File: src/rtl/pl_symbol_scrambler.sv
`default_nettype none
// ============================================================================
// Module      : pl_symbol_scrambler
// Description : Frame-aware QPSK symbol scrambler. Header symbols pass through
//               unchanged; payload symbols are rotated by Rn*90 degrees.
// Revision    : 1.0 - initial release
// ============================================================================
module pl_symbol_scrambler #(
    parameter int W         = 8,
    parameter int HDR_LEN   = 90,
    parameter int FRAME_LEN = 16290,
    parameter int CW        = 15
) (
    input  logic                i_clk,
    input  logic                i_reset,
    input  logic                i_valid,
    output logic                o_ready,
    input  logic                i_sof,
    input  logic signed [W-1:0] i_i,
    input  logic signed [W-1:0] i_q,
    input  logic [1:0]          i_rn,
    output logic                o_rnd_en,
    output logic                o_rnd_restart,
    output logic                o_valid,
    input  logic                i_ready,
    output logic signed [W-1:0] o_i,
    output logic signed [W-1:0] o_q,
    output logic                o_sof,
    output logic                o_err
);

    localparam logic [CW-1:0]       C_HDR_LEN   = CW'(HDR_LEN);
    localparam logic [CW-1:0]       C_FRAME_LEN = CW'(FRAME_LEN);
    localparam logic signed [W-1:0] C_MIN       = {1'b1, {(W-1){1'b0}}};
    localparam logic signed [W-1:0] C_MAX       = {1'b0, {(W-1){1'b1}}};

    typedef enum logic [1:0] {
        ST_IDLE = 2'd0,
        ST_HDR  = 2'd1,
        ST_PAY  = 2'd2
    } state_t;

    function automatic logic signed [W-1:0] neg_sat(input logic signed [W-1:0] x);
        return (x == C_MIN) ? C_MAX : -x;
    endfunction

    state_t              state_q, state_d;
    logic [CW-1:0]       cnt_q, cnt_d;
    logic                rnd_en_q, rnd_en_d, restart_q, restart_d, err_q, err_d;
    logic                s1_vld_q, s1_vld_d, s1_pay_q, s1_pay_d, s1_sof_q, s1_sof_d;
    logic signed [W-1:0] s1_i_q, s1_i_d, s1_q_q, s1_q_d;
    logic                s2_vld_q, s2_pay_q, s2_sof_q;
    logic signed [W-1:0] s2_i_q, s2_q_q;
    logic signed [W-1:0] fifo_i_q [4];
    logic signed [W-1:0] fifo_i_d [4];
    logic signed [W-1:0] fifo_q_q [4];
    logic signed [W-1:0] fifo_q_d [4];
    logic                fifo_sof_q [4];
    logic                fifo_sof_d [4];
    logic [1:0]          wr_ptr_q, wr_ptr_d, rd_ptr_q, rd_ptr_d;
    logic [2:0]          count_q, count_d;
    logic                accept, take, is_pay, push, pop;
    logic [1:0]          rot;
    logic signed [W-1:0] rot_i, rot_q;

    // Credit covers both in-flight stages, so the pipeline itself never stalls.
    assign o_ready = (4'(count_q) + 4'(s1_vld_q) + 4'(s2_vld_q)) < 4'd4;
    assign accept  = i_valid & o_ready;

    always_comb begin
        state_d   = state_q;
        cnt_d     = cnt_q;
        take      = 1'b0;
        is_pay    = 1'b0;
        err_d     = 1'b0;
        restart_d = 1'b0;
        if (accept) begin
            if (i_sof) begin
                take      = 1'b1;
                restart_d = 1'b1;
                cnt_d     = CW'(1);
                err_d     = (state_q != ST_IDLE);
                state_d   = (HDR_LEN == 1) ? ST_PAY : ST_HDR;
            end else begin
                case (state_q)
                    ST_IDLE: err_d = 1'b1;
                    ST_HDR: begin
                        take  = 1'b1;
                        cnt_d = cnt_q + CW'(1);
                        if (cnt_d == C_HDR_LEN) state_d = ST_PAY;
                    end
                    ST_PAY: begin
                        take   = 1'b1;
                        is_pay = 1'b1;
                        cnt_d  = cnt_q + CW'(1);
                        if (cnt_d == C_FRAME_LEN) begin
                            state_d = ST_IDLE;
                            cnt_d   = '0;
                        end
                    end
                    default: state_d = ST_IDLE;
                endcase
            end
        end
        rnd_en_d = take & is_pay;
        s1_vld_d = take;
        s1_pay_d = is_pay;
        s1_sof_d = i_sof;
        s1_i_d   = i_i;
        s1_q_d   = i_q;
    end

    // Stage 2 sees the randomizer value that followed this symbol's advance.
    always_comb begin
        rot = s2_pay_q ? i_rn : 2'd0;
        case (rot)
            2'd1:    begin rot_i = neg_sat(s2_q_q); rot_q = s2_i_q;          end
            2'd2:    begin rot_i = neg_sat(s2_i_q); rot_q = neg_sat(s2_q_q); end
            2'd3:    begin rot_i = s2_q_q;          rot_q = neg_sat(s2_i_q); end
            default: begin rot_i = s2_i_q;          rot_q = s2_q_q;          end
        endcase
    end

    always_comb begin
        push       = s2_vld_q;
        pop        = o_valid & i_ready;
        fifo_i_d   = fifo_i_q;
        fifo_q_d   = fifo_q_q;
        fifo_sof_d = fifo_sof_q;
        if (push) begin
            fifo_i_d[wr_ptr_q]   = rot_i;
            fifo_q_d[wr_ptr_q]   = rot_q;
            fifo_sof_d[wr_ptr_q] = s2_sof_q;
        end
        wr_ptr_d = wr_ptr_q + 2'(push);
        rd_ptr_d = rd_ptr_q + 2'(pop);
        count_d  = count_q + 3'(push) - 3'(pop);
    end

    always_ff @(posedge i_clk or posedge i_reset) begin
        if (i_reset) begin
            state_q   <= ST_IDLE;
            cnt_q     <= '0;
            rnd_en_q  <= 1'b0;
            restart_q <= 1'b0;
            err_q     <= 1'b0;
            s1_vld_q  <= 1'b0;
            s1_pay_q  <= 1'b0;
            s1_sof_q  <= 1'b0;
            s1_i_q    <= '0;
            s1_q_q    <= '0;
            s2_vld_q  <= 1'b0;
            s2_pay_q  <= 1'b0;
            s2_sof_q  <= 1'b0;
            s2_i_q    <= '0;
            s2_q_q    <= '0;
            for (int k = 0; k < 4; k++) begin
                fifo_i_q[k]   <= '0;
                fifo_q_q[k]   <= '0;
                fifo_sof_q[k] <= 1'b0;
            end
            wr_ptr_q  <= '0;
            rd_ptr_q  <= '0;
            count_q   <= '0;
        end else begin
            state_q    <= state_d;
            cnt_q      <= cnt_d;
            rnd_en_q   <= rnd_en_d;
            restart_q  <= restart_d;
            err_q      <= err_d;
            s1_vld_q   <= s1_vld_d;
            s1_pay_q   <= s1_pay_d;
            s1_sof_q   <= s1_sof_d;
            s1_i_q     <= s1_i_d;
            s1_q_q     <= s1_q_d;
            s2_vld_q   <= s1_vld_q;
            s2_pay_q   <= s1_pay_q;
            s2_sof_q   <= s1_sof_q;
            s2_i_q     <= s1_i_q;
            s2_q_q     <= s1_q_q;
            fifo_i_q   <= fifo_i_d;
            fifo_q_q   <= fifo_q_d;
            fifo_sof_q <= fifo_sof_d;
            wr_ptr_q   <= wr_ptr_d;
            rd_ptr_q   <= rd_ptr_d;
            count_q    <= count_d;
        end
    end

    assign o_rnd_en      = rnd_en_q;
    assign o_rnd_restart = restart_q;
    assign o_err         = err_q;
    assign o_valid       = (count_q != 3'd0);
    assign o_i           = fifo_i_q[rd_ptr_q];
    assign o_q           = fifo_q_q[rd_ptr_q];
    assign o_sof         = fifo_sof_q[rd_ptr_q];

endmodule
`default_nettype wire

File: config.mk
export PLATFORM = sky130hd
export DESIGN_NAME = pl_symbol_scrambler
export DESIGN_NICKNAME = d
export VERILOG_FILES = /design/src/rtl/pl_symbol_scrambler.sv
export SDC_FILE = /design/constraint.sdc
export NUM_CORES = 1
export LEC_CHECK = 0
export BUFFER_PORTS_ARGS = -buffer_cell sky130_fd_sc_hd__buf_2
export CELL_PAD_IN_SITES_DETAIL_PLACEMENT = 0
export CELL_PAD_IN_SITES_GLOBAL_PLACEMENT = 1
export CORE_MARGIN = 2
export CORE_UTILIZATION = 29
export CTS_CLUSTER_SIZE = 28
export DETAILED_ROUTE_END_ITERATION = 8
export GPL_TIMING_DRIVEN = 0
export PLACE_DENSITY_LB_ADDON = 0.1
export SYNTH_ARGS = -nofsm -noshare
export SYNTH_HDL_FRONTEND = slang
export SYNTH_SLANG_ARGS = --single-unit
File: constraint.sdc
create_clock -name i_clk -period 8.6 [get_ports i_clk]
set_input_delay 0.86 -clock i_clk [delete_from_list [all_inputs] [get_ports i_clk]]
set_output_delay 0.86 -clock i_clk [all_outputs]
set_load 0.01 [all_outputs]
==> results_tabular.tex, run 1 <==
\begin{tabular}{lr}
\hline
Metric & Value \\
\hline
\multicolumn{2}{l}{\textbf{Status}} \\
Outcome & finished clean \\
\multicolumn{2}{l}{\textbf{Finish}} \\
Final Net Count & between 700 and 800 \\
Fraction of final layout cells with drive strength greater than 1 & 0.1818 \\
Area Overhead vs Synth & 18.73\% \\
FILL cells & 2211 \\
Sequential cell area & 0.003328 mm2 \\
Number of diodes added for antenna fixing & 0 \\
Multi-input combinational cell area & 0.002937 mm2 \\
Final design area excluding fillers & 0.007747 mm2 \\
\multicolumn{2}{l}{\textbf{STA}} \\
Achievable frequency & 0.2685 GHz \\
Max-slew violation total from the final report & 0 \\
Relative max-transition margin & 0.3799 \\
Slew at the pin closest to its max-slew limit & a little over 900 ps \\
Unrepaired setup endpoints after global routing & false \\
TNS Setup & 0 ps \\
Total setup violations reported at the end of the flow & 0 \\
Post-Route Skew & 12.62 ps \\
Minimum clock period & 3724 ps \\
Endpoints failing hold & 0 \\
Share of the clock period used by the worst path after layout & 0.4330 \\
\multicolumn{2}{l}{\textbf{Synthesis}} \\
Main area contributors after synthesis & sky130\_fd\_sc\_hd\_\_dfrtp\_1 (51\%), sky130\_fd\_sc\_hd\_\_o21ai\_0 (6.7\%), sky130\_fd\_sc\_hd\_\_mux4\_2 (5.9\%), sky130\_fd\_sc\_hd\_\_nand2\_1 (4.8\%), sky130\_fd\_sc\_hd\_\_ha\_1 (2.7\%) \\
Post-Synthesis Cells & about 630 \\
Most frequently used flop master after synthesis & sky130\_fd\_sc\_hd\_\_dfrtp\_1 \\
EDFF count, synth & 0 \\
Leading area contributor after synthesis & sky130\_fd\_sc\_hd\_\_dfrtp\_1 \\
Net count after synthesis & 666 \\
Total of flip-flops plus latches after synthesis & 133 \\
Library cell with the highest instance count after synthesis & sky130\_fd\_sc\_hd\_\_dfrtp\_1 \\
Sequential cell area fraction in the yosys report & 0.5101 \\
Mean area per synthesized cell & 10.39 um2 \\
Share of flip-flops with an asynchronous set or reset & 1.000 \\
Post-synthesis cell type count & between 60 and 70 \\
Yosys warning count & 0 \\
Cell area after technology mapping & between 0.006 and 0.007 mm2 \\
Portion of synthesized cell area occupied by the leading cell type & 0.5101 \\
Top cells by instance count after synthesis & sky130\_fd\_sc\_hd\_\_dfrtp\_1 (133), sky130\_fd\_sc\_hd\_\_o21ai\_0 (88), sky130\_fd\_sc\_hd\_\_nand2\_1 (83) \\
\multicolumn{2}{l}{\textbf{Floorplan}} \\
Chip Height & between 150 and 200 um \\
Horizontal die dimension & 154 um \\
Boundary pin count & 45 \\
Initial core utilization & 0.2972 \\
Number of core rows & 54 \\
Core region area & 0.02196 mm2 \\
Overall die area & 0.02372 mm2 \\
\multicolumn{2}{l}{\textbf{CTS}} \\
Clock insertion delay at the later pin of the skew report & roughly 420 ps \\
CTS hold repair buffers & 0 \\
Clock edge transition at the registers on the reported setup and hold paths & approximately 60 ps \\
Setup bufs post-CTS & 0 \\
Resize count post-CTS & 0 \\
Sinks on Clock Net & 133 \\
Root buffer selected by CTS & sky130\_fd\_sc\_hd\_\_clkbuf\_16 \\
TritonCTS clock tree & done \\
Maximum buffer depth of the clock tree & 2 \\
Clock buffers created by TritonCTS & 17 \\
Deepest level of the CTS H-tree & 4 \\
\multicolumn{2}{l}{\textbf{Route}} \\
Number of nets still failing antenna checks after routing & 0 \\
DR vias & 5048 \\
Violation count after the first detailed-route iteration & approximately 300 \\
Avg WL per Cell & 18.06 um \\
Via count normalized by instance count & roughly 5.1 \\
1st-pass router iterations & 5 \\
Total wire length after detailed routing & 17770 um \\
Post-detailed-route DRC marker count & 0 \\
\multicolumn{2}{l}{\textbf{Setup path}} \\
Library cell contributing the largest single delay on the critical path & sky130\_fd\_sc\_hd\_\_buf\_1 \\
Endpoint type of the worst setup path & output port \\
Crit path max fanout & 10 \\
Crit path buf inv count & 3 \\
Arr. time, crit path & around 2900 ps \\
Critical path type & reg2out \\
Critical path required time & roughly 7700 ps \\
CP startpoint kind & flip-flop \\
Crit-path leading delay family & buffers and inverters \\
Critical path cell sequence & clkbuf\_1, buf\_1, mux4\_2, buf\_2 \\
Slowest stage delay, CP & 760 ps \\
\multicolumn{2}{l}{\textbf{Run}} \\
Number of max-capacitance violations reported & 0 \\
\multicolumn{2}{l}{\textbf{Placed design}} \\
Placer congestion estimate & 0.8769 \\
Port bufs & 43 \\
Sum of net half-perimeters after detailed placement & 12210 um \\
Cell area reported after detailed placement & 0.007123 mm2 \\
\multicolumn{2}{l}{\textbf{Power}} \\
Internal power component & 0.001687 W \\
Static leakage & roughly 3.4 nW \\
Comb pwr share & 0.314 \\
Power Total & between 0.002 and 0.003 W \\
Fraction of power consumed by the clock network & 0.308 \\
Ratio of total power to cell area & 324.2 mW/mm2 \\
Proportion of total power due to net switching & 0.3283 \\
Seq pwr share & 0.378 \\
Maximum vdd drop & $\sim$130 uV \\
Power dissipated by switching net loads & 0.0008245 W \\
\multicolumn{2}{l}{\textbf{Global route}} \\
Overall routing resource usage & 0.1573 \\
Via count of the first global-routing pass & just over 5000 \\
Sum of overflow across all layers after global routing & 0 \\
Wire length of the first global-routing pass & 28730 um \\
Number of antenna violations at the first check in global routing & 0 \\
Pin count of the biggest net entering global routing & 81 \\
\multicolumn{2}{l}{\textbf{Min path}} \\
Class of the worst hold path & reg2reg \\
\hline
\end{tabular}
state kept, by name, summed over array words and instances (netlist names):
signal         flops
rd_ptr_q           2
s2_q_q             8
s2_sof_q           1
s2_i_q             8
fifo_q_q          32
s1_pay_q           1
o_rnd_en           1
s1_i_q             8
s1_vld_q           1
s1_sof_q           1
count_q            3
o_err              1
s1_q_q             8
push               1
fifo_sof_q         4
fifo_i_q          32
s2_pay_q           1
wr_ptr_q           2
state_q            2
cnt_q             15
o_rnd_restart      1
per-stage QoR:
stage                 util  worst slack [ps]  hold slack, ps  instances
floorplan                -              4186           331.2        628
global placement    0.3229              2527           332.9        951
detailed placement  0.3244              5216           335.5        952
finish              0.3528              4876           347.1        984
CTS                 0.3528              4755           347.4        984
global route        0.3528              4605           350.7        984
cells by family after synthesis:
group | count (synthesis) | share of synthesized area
buffers and inverters | 60 | 0.03988
AOI/OAI and AO/OA | 184 | 0.1722
and+or+nand+nor | 195 | 0.1517
adders and majority gates | 15 | 0.02991
DFF | 133 | 0.5101
xor gates and xnor gates | 10 | 0.01342
muxes | 31 | 0.08284
placed cells by master (no fill, tap or decap), types with 7 or more instances in the layout:
master	count
sky130_fd_sc_hd__mux4_2	17
sky130_fd_sc_hd__dfrtp_1	133
sky130_fd_sc_hd__nand3_1	12
sky130_fd_sc_hd__buf_2	47
sky130_fd_sc_hd__a21oi_1	26
sky130_fd_sc_hd__clkbuf_1	31
sky130_fd_sc_hd__and3_1	8
sky130_fd_sc_hd__nand2b_1	9
sky130_fd_sc_hd__or3_1	7
sky130_fd_sc_hd__mux2_2	14
sky130_fd_sc_hd__clkbuf_16	17
sky130_fd_sc_hd__a31oi_1	10
sky130_fd_sc_hd__inv_1	17
sky130_fd_sc_hd__o21ai_0	88
sky130_fd_sc_hd__nor3_1	9
sky130_fd_sc_hd__ha_1	14
sky130_fd_sc_hd__nor2_1	33
sky130_fd_sc_hd__nand2_1	83
cell type report:
type,instances,area share
multi-input combinational,435,0.3790
inverter,18,0.009367
tap,280,0.04522
timing repair buffer,44,0.03133
sequential,133,0.4296
clock inverter,12,0.02293
clock buffer,20,0.05765
buffer,42,0.02487
power groups by stage:
stage | sequential [W] | combinational, W | clock [W]
CTS | 0.000949 | 0.000807 | 0.000794
detailed placement | 0.000960 | 0.000805 | 0
global placement | 0.000951 | 0.000793 | 0
finish | 0.000948 | 0.000789 | 0.000774
global route | 0.000977 | 0.000891 | 0.000823
floorplan | 0.000923 | 0.000561 | 0
worst paths after layout:
path	start	to	cells after the start	slack, ps
setup / recovery	rd_ptr_q[0]	o_q[5]	4	4880
setup reg to reg	s2_q_q[1]	fifo_i_q[29]	8	5510
hold / removal	s1_i_q[7]	s2_i_q[7]	0	350
min in group asynchronous	i_reset	s1_q_q[3]	2	470
hold reg to reg	s1_i_q[7]	s2_i_q[7]	0	350
max in group asynchronous	i_reset	o_rnd_en	3	7320
metal layers:
layer	wire length (um)	global-route usage	vias up
met5	0	0	-
met3	797	0.03495	14
met4	229	0.04406	0
met1	8626	0.2196	2518
met2	8114	0.2464	134
li1	-	-	2382
Note: power is estimated with default switching activity, not from simulation.
==> run 2, diff against run 1 <==
==> constraint.sdc (replaced) <==
create_clock -name i_clk -period 3.8 [get_ports i_clk]
set_input_delay 0.38 -clock i_clk [delete_from_list [all_inputs] [get_ports i_clk]]
set_output_delay 0.38 -clock i_clk [all_outputs]
set_load 0.01 [all_outputs]
==> results_tabular.tex, run 2 (synthesized netlist as in run 1, its figures left out) <==
\begin{tabular}{lr}
\hline
Metric & Value \\
\hline
\multicolumn{2}{l}{\textbf{Status}} \\
Outcome & finished clean \\
\multicolumn{2}{l}{\textbf{Floorplan}} \\
Number of core rows & 54 \\
Horizontal die dimension & 154 um \\
Overall die area & 0.02372 mm2 \\
Core region area & 0.02196 mm2 \\
Boundary pin count & 45 \\
Chip Height & 154 um \\
Initial core utilization & 0.2972 \\
\multicolumn{2}{l}{\textbf{STA}} \\
Max-slew violation total from the final report & 0 \\
Total setup violations reported at the end of the flow & 0 \\
Minimum clock period & 3305 ps \\
Endpoints failing hold & 0 \\
Relative max-transition margin & 0.3662 \\
Achievable frequency & slightly above 0.3 GHz \\
Share of the clock period used by the worst path after layout & 0.8698 \\
Post-Route Skew & 14.88 ps \\
Slew at the pin closest to its max-slew limit & roughly 950 ps \\
TNS Setup & 0 ps \\
Unrepaired setup endpoints after global routing & false \\
\multicolumn{2}{l}{\textbf{Placed design}} \\
Cell area reported after detailed placement & 0.007174 mm2 \\
Sum of net half-perimeters after detailed placement & 12810 um \\
Port bufs & 43 \\
Placer congestion estimate & about 0.85 \\
Inst Count DP & around 960 \\
\multicolumn{2}{l}{\textbf{Power}} \\
Static leakage & 3.383 nW \\
Power Total & 0.005555 W \\
Fraction of power consumed by the clock network & 0.288 \\
Power dissipated by switching net loads & $\sim$0.0019 W \\
Seq pwr share & 0.386 \\
Ratio of total power to cell area & roughly 720 mW/mm2 \\
Comb pwr share & 0.326 \\
Proportion of total power due to net switching & 0.3460 \\
Maximum vdd drop & 263.4 uV \\
Internal power component & $\sim$0.0036 W \\
\multicolumn{2}{l}{\textbf{Route}} \\
Number of nets still failing antenna checks after routing & 0 \\
Post-detailed-route DRC marker count & 0 \\
Via count normalized by instance count & 5.049 \\
Total wire length after detailed routing & 18240 um \\
1st-pass router iterations & 4 \\
DR vias & 4988 \\
Avg WL per Cell & 18.46 um \\
Violation count after the first detailed-route iteration & 259 \\
\multicolumn{2}{l}{\textbf{Finish}} \\
Final design area excluding fillers & a little under 0.008 mm2 \\
Filler-free cell count of the finished design & roughly 1000 \\
Fraction of final layout cells with drive strength greater than 1 & 0.1864 \\
Number of diodes added for antenna fixing & 0 \\
Most common cell after layout, fill and taps aside & sky130\_fd\_sc\_hd\_\_dfrtp\_1 \\
FILL cells & about 2200 \\
Area Overhead vs Synth & 18.77\% \\
Most used cells in the layout excluding fill and tap cells & sky130\_fd\_sc\_hd\_\_dfrtp\_1 (133), sky130\_fd\_sc\_hd\_\_o21ai\_0 (88), sky130\_fd\_sc\_hd\_\_nand2\_1 (83), sky130\_fd\_sc\_hd\_\_buf\_2 (47), sky130\_fd\_sc\_hd\_\_nor2\_1 (33) \\
Final Net Count & 733 \\
Leading registers by flop count & fifo\_i\_q x32, fifo\_q\_q x32, cnt\_q x15 \\
Post-layout utilization of the core & 0.3529 \\
\multicolumn{2}{l}{\textbf{Setup path}} \\
Crit path max fanout & 10 \\
Critical path required time & 3420 ps \\
Arr. time, crit path & 2930 ps \\
Critical path type & reg2out \\
Endpoint type of the worst setup path & output port \\
CP startpoint kind & flip-flop \\
Cell count of the worst reg-to-reg path & 8 \\
\multicolumn{2}{l}{\textbf{CTS}} \\
Sinks on Clock Net & 133 \\
Clock insertion delay at the later pin of the skew report & 430 ps \\
Maximum buffer depth of the clock tree & 2 \\
Clock buffers created by TritonCTS & 17 \\
Deepest level of the CTS H-tree & 4 \\
TritonCTS clock tree & done \\
Root buffer selected by CTS & sky130\_fd\_sc\_hd\_\_clkbuf\_16 \\
Clock edge transition at the registers on the reported setup and hold paths & approximately 70 ps \\
\multicolumn{2}{l}{\textbf{Global route}} \\
Overall routing resource usage & 0.1614 \\
Wire length of the first global-routing pass & slightly below 30000 um \\
Number of antenna violations at the first check in global routing & 0 \\
Via count of the first global-routing pass & 5209 \\
Sum of overflow across all layers after global routing & 0 \\
Pin count of the biggest net entering global routing & 40 \\
\multicolumn{2}{l}{\textbf{Min path}} \\
Worst hold path cell count & 1 \\
Class of the worst hold path & in2reg \\
\multicolumn{2}{l}{\textbf{Run}} \\
Number of max-capacitance violations reported & 0 \\
\hline
\end{tabular}
-- run 2: changes by cell type in the layout (fill, tap and decap cells not counted) --
cell                            previous run  this run
sky130_fd_sc_hd__buf_12                    0         4
sky130_fd_sc_hd__buf_16                    1         0
sky130_fd_sc_hd__bufinv_16                 4         1
sky130_fd_sc_hd__clkbuf_1                 31        30
sky130_fd_sc_hd__clkinv_4                  1         2
sky130_fd_sc_hd__clkinvlp_4                4         5
sky130_fd_sc_hd__dlygate4sd3_1             0         1
sky130_fd_sc_hd__inv_6                     2         4
-- run 2: per-stage QoR --
step / hold WS (ps) / worst slack, ps
final: 54.75 / 494.9
after global routing: 37.18 / 249.5
after CTS: 36.37 / 408.2
after detailed placement: 334.7 / 808.4
after global placement: 332.1 / 839.8
after floorplan: 331.2 / 1383
-- run 2: path summary, 6_finish.rpt --
check,startpoint,to,slack (ps)
worst max-delay path,rd_ptr_q[0],o_q[6],490
worst min-delay path,i_i[2],s1_i_q[2],50
worst max register to register,s2_q_q[0],fifo_i_q[21],700
worst min register to register,s1_i_q[1],s2_i_q[1],350
max in group asynchronous,i_reset,fifo_q_q[2],2590
min in group asynchronous,i_reset,cnt_q[3],470
-- run 2: metal layers --
layer,up-vias,wire length (um),track usage,part of all wire
li1,2395,-,-,-
met1,2499,9079,0.2212,0.50
met2,71,8357,0.2550,0.46
met3,23,500,0.03664,0.027
met4,0,303,0.05029,0.017
met5,-,0,0,0
-- run 2: layout make-up --
type	count	area (um2)	area share
Timing Repair Buffer	48	305.3	0.03939
Tap cell	280	350.3	0.04521
Clock buffer	19	442.9	0.05715
Inverter	18	71.32	0.009202
Sequential cell	133	3328	0.4294
Multi-Input combinational cell	435	2937	0.3789
Clock inverter	13	122.6	0.01582
Buffer	42	192.7	0.02486
-- run 2: power by group through the flow --
stage               Sequential [W]  Combinational (W)  Clock (W)
finish                     0.00214            0.00181    0.00160
global route               0.00221            0.00205    0.00171
CTS                        0.00215            0.00185    0.00164
detailed placement         0.00218            0.00184          0
global placement           0.00215            0.00180          0
floorplan                  0.00209            0.00127          0
-- run 2: timing repair --
| action | in CTS | in global routing |
|---|---|---|
| gates resized for setup | 0 | 0 |
| hold buffers | 1 | 0 |
| hold endpoints to repair | 12 | 0 |
| buffers inserted | 0 | 0 |
-- run 2: worst max-delay path: stages, from the launching register on --
cell and delay, ps:
sky130_fd_sc_hd__dfrtp_1 350, sky130_fd_sc_hd__clkbuf_1 610, sky130_fd_sc_hd__buf_1 780, sky130_fd_sc_hd__mux4_2 600
sky130_fd_sc_hd__buf_2 160
==> run 3, diff against run 2 <==
--- a/config.mk
+++ b/config.mk
@@ -13,7 +13,7 @@
 export CTS_CLUSTER_SIZE = 28
 export DETAILED_ROUTE_END_ITERATION = 8
 export GPL_TIMING_DRIVEN = 0
-export PLACE_DENSITY_LB_ADDON = 0.1
+export PLACE_DENSITY = 0.63
 export SYNTH_ARGS = -nofsm -noshare
 export SYNTH_HDL_FRONTEND = slang
 export SYNTH_SLANG_ARGS = --single-unit
==> results_tabular.tex, run 3 (synthesized netlist as in run 1, its figures left out) <==
\begin{tabular}{lr}
\hline
Metric & Value \\
\hline
\multicolumn{2}{l}{\textbf{Status}} \\
Outcome & finished clean \\
\multicolumn{2}{l}{\textbf{STA}} \\
Worst hold margin & 11.44 ps \\
Total setup violations reported at the end of the flow & 0 \\
Max-slew violation total from the final report & 0 \\
Slew at the pin closest to its max-slew limit & 866.9 ps \\
Post-Route Skew & 11.65 ps \\
Endpoints failing hold & 0 \\
Minimum clock period & 3227 ps \\
Share of the clock period used by the worst path after layout & 0.8492 \\
Unrepaired setup endpoints after global routing & false \\
TNS Setup & 0 ps \\
Relative max-transition margin & 0.4221 \\
Final worst setup slack & 572.9 ps \\
Achievable frequency & 0.3099 GHz \\
\multicolumn{2}{l}{\textbf{Placed design}} \\
Pre-CTS WS & 709.5 ps \\
Sum of net half-perimeters after detailed placement & 12280 um \\
Port bufs & 43 \\
Placer congestion estimate & 0.8904 \\
Inst Count DP & 954 \\
Cell area reported after detailed placement & 0.007154 mm2 \\
\multicolumn{2}{l}{\textbf{Finish}} \\
FILL cells & 2151 \\
Sequential cell area & around 0.0033 mm2 \\
Multi-input combinational cell area & 0.002937 mm2 \\
Number of diodes added for antenna fixing & 0 \\
Filler-free cell count of the finished design & 986 \\
Fraction of final layout cells with drive strength greater than 1 & 0.1870 \\
Leading registers by flop count & fifo\_i\_q x32, fifo\_q\_q x32, cnt\_q x15 \\
Final Net Count & 731 \\
Most common cell after layout, fill and taps aside & sky130\_fd\_sc\_hd\_\_dfrtp\_1 \\
Final design area excluding fillers & 0.007767 mm2 \\
Area Overhead vs Synth & 19.04\% \\
Most used cells in the layout excluding fill and tap cells & sky130\_fd\_sc\_hd\_\_dfrtp\_1 (133), sky130\_fd\_sc\_hd\_\_o21ai\_0 (88), sky130\_fd\_sc\_hd\_\_nand2\_1 (83), sky130\_fd\_sc\_hd\_\_buf\_2 (47), sky130\_fd\_sc\_hd\_\_nor2\_1 (33) \\
\multicolumn{2}{l}{\textbf{CTS}} \\
Clock buffers created by TritonCTS & 17 \\
Resize count post-CTS & 0 \\
Setup bufs post-CTS & 0 \\
CTS hold repair buffers & 0 \\
Root buffer selected by CTS & sky130\_fd\_sc\_hd\_\_clkbuf\_16 \\
Clock insertion delay at the later pin of the skew report & roughly 420 ps \\
Maximum buffer depth of the clock tree & 2 \\
Sinks on Clock Net & 133 \\
Clock edge transition at the registers on the reported setup and hold paths & 60 ps \\
TritonCTS clock tree & done \\
Deepest level of the CTS H-tree & 4 \\
\multicolumn{2}{l}{\textbf{Floorplan}} \\
Initial core utilization & 0.2972 \\
Horizontal die dimension & 154 um \\
Core region area & 0.02196 mm2 \\
Number of core rows & 54 \\
Overall die area & 0.02372 mm2 \\
Chip Height & 154 um \\
Boundary pin count & 45 \\
\multicolumn{2}{l}{\textbf{Power}} \\
Proportion of total power due to net switching & 0.3369 \\
Seq pwr share & 0.379 \\
Static leakage & 3.410 nW \\
Internal power component & 0.003764 W \\
Comb pwr share & 0.319 \\
Power dissipated by switching net loads & 0.001913 W \\
Ratio of total power to cell area & 730.9 mW/mm2 \\
Maximum vdd drop & $\sim$270 uV \\
Fraction of power consumed by the clock network & 0.301 \\
\multicolumn{2}{l}{\textbf{Route}} \\
Via count normalized by instance count & 5.257 \\
Number of nets still failing antenna checks after routing & 0 \\
1st-pass router iterations & 5 \\
DR vias & between 5000 and 6000 \\
Avg WL per Cell & approximately 18 um \\
Total wire length after detailed routing & 17440 um \\
Post-detailed-route DRC marker count & 0 \\
Violation count after the first detailed-route iteration & 384 \\
\multicolumn{2}{l}{\textbf{Setup path}} \\
Arr. time, crit path & between 2000 and 3000 ps \\
Critical path required time & roughly 3400 ps \\
Setup slack, reg-to-reg & 590 ps \\
Critical path cell sequence & clkbuf\_1, buf\_1, mux4\_2, buf\_2 \\
CP startpoint kind & flip-flop \\
Crit path max fanout & 10 \\
Critical path type & reg2out \\
Slowest stage delay, CP & 720 ps \\
Library cell contributing the largest single delay on the critical path & sky130\_fd\_sc\_hd\_\_buf\_1 \\
Endpoint type of the worst setup path & output port \\
\multicolumn{2}{l}{\textbf{Global route}} \\
Sum of overflow across all layers after global routing & 0 \\
Via count of the first global-routing pass & 5338 \\
Overall routing resource usage & 0.1553 \\
Number of antenna violations at the first check in global routing & 0 \\
Pin count of the biggest net entering global routing & 46 \\
Wire length of the first global-routing pass & 28970 um \\
\multicolumn{2}{l}{\textbf{Run}} \\
Number of max-capacitance violations reported & 0 \\
\multicolumn{2}{l}{\textbf{Min path}} \\
Class of the worst hold path & in2async \\
\hline
\end{tabular}
-- run 3: routing by layer --
layer  vias to the layer above  part of all wire  global-route usage
met4                         0             0.013             0.04673
li1                       2386                 -                   -
met2                       159              0.48              0.2548
met3                        24             0.048             0.03241
met1                      2614              0.46              0.2074
met5                         -                 0                   0
-- run 3: power groups by stage --
stage / logic (W) / registers (W) / clock network (W)
2_1_floorplan: 0.00127 / 0.00209 / 0
3_3_place_gp: 0.00178 / 0.00214 / 0
3_5_place_dp: 0.00184 / 0.00218 / 0
4_1_cts: 0.00184 / 0.00215 / 0.00176
5_1_grt: 0.00205 / 0.00222 / 0.00182
6_report: 0.00181 / 0.00215 / 0.00171
-- run 3: through the flow --
stage / total power (W) / util
after CTS: 0.005760 / 0.3537
final: 0.005677 / 0.3537
after floorplan: 0.003360 / -
after global routing: 0.006083 / 0.3537
after detailed placement: 0.004015 / 0.3258
after global placement: 0.003916 / 0.3231
-- run 3: worst max-delay path: cells and delay by family, from the launching register on --
family | cells | cell delay (ps)
mux | 1 | 620
buf+inv | 3 | 1460
flops | 1 | 350
-- run 3: layout make-up --
type                    instances  share of cell area
clock buffers                  18             0.05654
repair buffers                 46             0.03544
inverters                      18            0.009182
clock inverters                14             0.02239
well taps                     280             0.04510
flip-flops and latches        133              0.4285
plain buffers                  42             0.02481
multi-input cells             435              0.3781
-- run 3: path summary, 6_finish.rpt --
| kind | from | end | cells after the start |
|---|---|---|---|
| worst max-delay path | rd_ptr_q[0] | o_q[6] | 4 |
| worst min-delay path | i_reset | s1_q_q[4] | 2 |
| worst max register to register | s2_q_q[0] | fifo_i_q[5] | 8 |
| worst min register to register | s1_q_q[1] | s2_q_q[1] | 0 |
| max in group asynchronous | i_reset | rd_ptr_q[1] | 4 |
| min in group i_clk | i_i[5] | s1_i_q[5] | 1 |
